==> src/rtl/unidade_controle_pkg.sv <==
// Shared types and constants for the multi-cycle control unit.
// Field positions are computed MSB-first from the word and register-select widths.
package unidade_controle_pkg;

    localparam int OP_W = 5;
    localparam logic [4:0] OP_HALT = 5'b11111;
    localparam logic [4:0] OP_CLRF = 5'b11110;

    typedef enum logic [2:0] {
        INIT    = 3'd0,
        IDLE    = 3'd1,
        FETCH   = 3'd2,
        DECODE  = 3'd3,
        EXECUTE = 3'd4,
        HALT    = 3'd5
    } state_t;

    function automatic int op_lsb(input int w);
        return w - OP_W;
    endfunction

    function automatic int sc_lsb(input int w, input int e);
        return w - OP_W - e;
    endfunction

    function automatic int sa_lsb(input int w, input int e);
        return w - OP_W - 2 * e;
    endfunction

    function automatic int sb_lsb(input int w, input int e);
        return w - OP_W - 3 * e;
    endfunction

endpackage

==> src/rtl/unidade_controle_decodificador_instrucao.sv <==
// Combinational instruction splitter: op, SC, SA, SB from the top of the word.
// The low reserved bits carry no meaning and are deliberately dropped.
module decodificador_instrucao
    import unidade_controle_pkg::*;
#(
    parameter int bits_palavra  = 16,
    parameter int end_registros = 2
) (
    input  logic [bits_palavra-1:0]  ir,
    output logic [OP_W-1:0]          op,
    output logic [end_registros-1:0] sa,
    output logic [end_registros-1:0] sb,
    output logic [end_registros-1:0] sc,
    output logic                     is_halt,
    output logic                     is_clrf
);

    localparam int OP_LSB = op_lsb(bits_palavra);
    localparam int SC_LSB = sc_lsb(bits_palavra, end_registros);
    localparam int SA_LSB = sa_lsb(bits_palavra, end_registros);
    localparam int SB_LSB = sb_lsb(bits_palavra, end_registros);

    assign op      = ir[OP_LSB +: OP_W];
    assign sc      = ir[SC_LSB +: end_registros];
    assign sa      = ir[SA_LSB +: end_registros];
    assign sb      = ir[SB_LSB +: end_registros];
    assign is_halt = (op == OP_HALT);
    assign is_clrf = (op == OP_CLRF);

    generate
        if (SB_LSB > 0) begin : g_reserved
            logic unused_reserved_s;
            assign unused_reserved_s = ^ir[SB_LSB-1:0];
        end
    endgenerate

endmodule

==> src/rtl/unidade_controle.sv <==
// Fetch/decode/execute control unit driving the register-bank/ALU datapath.
// Outputs are registered from the next state so they line up with the state they describe.
module unidade_controle
    import unidade_controle_pkg::*;
#(
    parameter int bits_palavra  = 16,
    parameter int end_registros = 2,
    parameter int bits_pc       = 8
) (
    input  logic                     clk,
    input  logic                     reset_n,
    input  logic                     start,
    output logic                     instr_req,
    output logic [bits_pc-1:0]       instr_addr,
    input  logic                     instr_valid,
    input  logic [bits_palavra-1:0]  instr_data,
    output logic                     Hab_Escrita,
    output logic [end_registros-1:0] Sel_SA,
    output logic [end_registros-1:0] Sel_SB,
    output logic [end_registros-1:0] Sel_SC,
    output logic [4:0]               controleOperacao,
    output logic                     reset_Ban_Registros,
    output logic                     reset_Flags,
    output logic                     halted
);

    state_t                   state_r, next_s;
    logic [bits_pc-1:0]       pc_r;
    logic [bits_palavra-1:0]  ir_r;
    logic [end_registros-1:0] sel_sa_r, sel_sb_r, sel_sc_r;
    logic [OP_W-1:0]          op_r;
    logic                     req_r, hab_r, rban_r, rflags_r, halted_r;

    logic [OP_W-1:0]          op_s;
    logic [end_registros-1:0] sa_s, sb_s, sc_s;
    logic                     is_halt_s, is_clrf_s;
    logic                     fetch_done_s;
    logic                     req_nxt_s, hab_nxt_s, rban_nxt_s, rflags_nxt_s, halted_nxt_s;

    decodificador_instrucao #(
        .bits_palavra (bits_palavra),
        .end_registros(end_registros)
    ) u_dec (
        .ir     (ir_r),
        .op     (op_s),
        .sa     (sa_s),
        .sb     (sb_s),
        .sc     (sc_s),
        .is_halt(is_halt_s),
        .is_clrf(is_clrf_s)
    );

    // A fetch completes only on a real handshake while actually fetching.
    assign fetch_done_s = (state_r == FETCH) && req_r && instr_valid;

    // Next-state and next-output logic.
    always_comb begin
        next_s = state_r;
        case (state_r)
            INIT:    next_s = IDLE;
            IDLE:    if (start) next_s = FETCH; else next_s = IDLE;
            FETCH:   if (fetch_done_s) next_s = DECODE; else next_s = FETCH;
            DECODE:  if (is_halt_s) next_s = HALT; else next_s = EXECUTE;
            EXECUTE: next_s = FETCH;
            HALT:    next_s = HALT;
            default: next_s = INIT;
        endcase
        req_nxt_s    = (next_s == FETCH);
        halted_nxt_s = (next_s == HALT);
        hab_nxt_s    = (next_s == EXECUTE) && !is_clrf_s;
        rban_nxt_s   = (state_r == INIT);
        rflags_nxt_s = (state_r == INIT) || ((next_s == EXECUTE) && is_clrf_s);
    end

    // State and strobe registers.
    always_ff @(posedge clk or negedge reset_n) begin
        if (!reset_n) begin
            state_r  <= INIT;
            req_r    <= 1'b0;
            hab_r    <= 1'b0;
            rban_r   <= 1'b0;
            rflags_r <= 1'b0;
            halted_r <= 1'b0;
        end else begin
            state_r  <= next_s;
            req_r    <= req_nxt_s;
            hab_r    <= hab_nxt_s;
            rban_r   <= rban_nxt_s;
            rflags_r <= rflags_nxt_s;
            halted_r <= halted_nxt_s;
        end
    end

    // Program counter and instruction register, advanced on each completed fetch.
    always_ff @(posedge clk or negedge reset_n) begin
        if (!reset_n) begin
            pc_r <= '0;
            ir_r <= '0;
        end else if (fetch_done_s) begin
            pc_r <= pc_r + {{(bits_pc-1){1'b0}}, 1'b1};
            ir_r <= instr_data;
        end
    end

    // Selects and operation latch in DECODE and hold until the next DECODE.
    always_ff @(posedge clk or negedge reset_n) begin
        if (!reset_n) begin
            sel_sa_r <= '0;
            sel_sb_r <= '0;
            sel_sc_r <= '0;
            op_r     <= '0;
        end else if (state_r == DECODE) begin
            sel_sa_r <= sa_s;
            sel_sb_r <= sb_s;
            sel_sc_r <= sc_s;
            op_r     <= op_s;
        end
    end

    assign instr_req           = req_r;
    assign instr_addr          = pc_r;
    assign Hab_Escrita         = hab_r;
    assign Sel_SA              = sel_sa_r;
    assign Sel_SB              = sel_sb_r;
    assign Sel_SC              = sel_sc_r;
    assign controleOperacao    = op_r;
    assign reset_Ban_Registros = rban_r;
    assign reset_Flags         = rflags_r;
    assign halted              = halted_r;

endmodule

==> config.mk <==
export PLATFORM = sky130hd
export DESIGN_NAME = unidade_controle
export DESIGN_NICKNAME = d
export VERILOG_FILES = /design/src/rtl/unidade_controle_pkg.sv /design/src/rtl/unidade_controle_decodificador_instrucao.sv /design/src/rtl/unidade_controle.sv
export SDC_FILE = /design/constraint.sdc
export NUM_CORES = 1
export LEC_CHECK = 0
export ABC_AREA = 1
export BUFFER_PORTS_ARGS = -buffer_cell sky130_fd_sc_hd__clkbuf_2
export CAP_MARGIN = 40
export CORE_ASPECT_RATIO = 0.75
export CORE_UTILIZATION = 57
export DETAILED_ROUTE_END_ITERATION = 12
export PLACE_DENSITY_LB_ADDON = 0.1
export SYNTH_ARGS = -nofsm -noshare
export SYNTH_HDL_FRONTEND = slang
export SYNTH_HIERARCHICAL = 1
export SYNTH_SLANG_ARGS = --single-unit
==> constraint.sdc <==
create_clock -name clk -period 2.4 [get_ports clk]
set_input_delay 0.36 -clock clk [delete_from_list [all_inputs] [get_ports clk]]
set_output_delay 0.36 -clock clk [all_outputs]
set_load 0.03 [all_outputs]
==> metrics.cfg <==
[run_status]
status=completed

[cts]
post_cts_resize_count=0
cts_max_path_buffers=2
cts_buffers=5
cts_tree=yes
insertion_delay_ns=0.29
postCtsSetupBuffers=0
cts_root_buffer=clkbuf_8
clk_pin_slew_ns=0.08
cts_max_level=2
cts_sinks=38

[hold_path]
min_to=ir_r[10]
hold_start=instr_data[10]
hold_depth=3
hold_path.class=in2reg

[detailed_routing]
via_per_inst=4.936
routedWlPerCell_um=12.14
dr.pass1.iters=4
drtIter0Drc=103
final_antenna_net_count=0
drcViolationCount=0
num_vias=1234
routed_wl_um=3035

[global_route]
grt_pass1_vias=1167
gr-usage-all-layers_pct=21.87
grt_remaining_overflow=0
antenna_found_initial=0
grt_pass1_wl_um=5223
grt_max_degree=29

[sta]
worst-slew-pin-transition_ns=0.4665
max_slew_margin_pct=68.87
skew_ns=0.007001
rsz0062_at_grt=false
setup_violations=0
slew_viol_final=0
finalCritPeriodShare_pct=66.96
fmax_mhz=622.2
fin_tns_setup_ns=0
hold_viol=0
min_period_ns=1.607

[critical_path]
critPathLaunchType=register
worst-path-max-fanout=18
worstRegToRegCells=5
cp.required_ns=2.56
r2r_end=instr_addr[7]
worstPathArrival_ns=1.76
worstSetupStartpoint=state_r[2]
timing.rr.start=state_r[2]
r2r_slack_ns=0.79
end_kind=register
worst-setup-path-type=reg2reg

[layout]
areaGrowthSynthToFinish_pct=16.33
final_common_cell=nand2_1
layout-drive-gt1-share_pct=29.91
nets=234
fill_cells=199
final_cells=250
multi_input_area_um2=585.6
register_area_um2=950.9
layout_common_cells=nand2_1, dfrtp_1, clkbuf_2, inv_1, nor2_1
diodes=0

[place]
dp.cells=241
port-buffer-count=38
hpwl_um=2156
gp_congestion=0.8280

[logic_synthesis]
synthCells=181
synth_warnings=6
mappedNetlistNets=202
synth_area_per_cell_um2=9.609
synth_area_um2=1739

[power]
leakage_nw=1.169
ir_drop_uv=884.7
p_per_area_nw_per_um2=1375

[die]
core_area_um2=2743
rows=16
dieWidth_um=65.78
num_io_pins=44
fp.dieH_um=49.84
initial_core_util_pct=63.41
die-area_um2=3278

[flow_run]
drv_cap=0

per-stage QoR:
step                      power (mW)  worst slack [ns]  hold slack, ns  area [µm²]  util (%)
after floorplan                1.973             1.086         0.06441        1739         -
after global placement         2.074            0.8305          0.4574        1851     67.47
after detailed placement       2.124            0.8123          0.2651        1871     68.20
after CTS                      2.799            0.7864          0.2601        2023     73.77
after global routing           2.946            0.6170          0.2603        2023     73.77
final                          2.782            0.7929          0.2615        2023     73.77
worst max-delay path by stage:
stage	end	slack, ns	cells past startpoint
finish	instr_addr[7]	0.79	5
global route	instr_addr[7]	0.62	5
CTS	instr_addr[7]	0.79	5
detailed placement	instr_addr[7]	0.81	5
global placement	instr_addr[7]	0.83	5
floorplan	instr_addr[5]	1.09	7
final cells by class:
type / count / share of cell area, %
well taps: 36 / 2.226
repair buffers: 41 / 11.26
clock buffers: 6 / 4.082
multi-input cells: 108 / 28.94
inverters: 19 / 3.525
clock inverters: 2 / 2.968
flip-flops and latches: 38 / 47.00
power breakdown:
group          leakage (nW)  internal [mW]  switching [mW]  total [mW]
combinational         0.608          0.376           0.639        1.01
sequential            0.490          0.907           0.193        1.10
clock                0.0714          0.443           0.224       0.667
metal layers:
layer / up-vias / part of all wire, % / global-route usage (%)
met5: - / 0 / 0
met2: 39 / 44 / 31.46
met1: 577 / 49 / 30.53
met3: 4 / 6.4 / 9.028
met4: 0 / 0.79 / 5.435
li1: 614 / - / -
flip-flops by register name, indices dropped and copies added, names as in the netlist:
signal / flops
controleOperacao: 5
Sel_SA: 2
instr_addr: 8
halted: 1
Hab_Escrita: 1
reset_Flags: 1
state_r: 3
instr_req: 1
reset_Ban_Registros: 1
Sel_SB: 2
Sel_SC: 2
ir_r: 11
worst max-delay path, cell delays in order (launching register included):
cell and delay, ns:
dfrtp_1 0.43, nor2_1 0.23, nand3_2 0.09, buf_4 0.21, inv_1 0.37, o21ai_0 0.13
timing repair:
action,CTS,global route
hold buffers,1,0
endpoints found under the setup margin,0,0
endpoints found under the hold margin,10,0
Note: power is estimated with default switching activity, not from simulation.
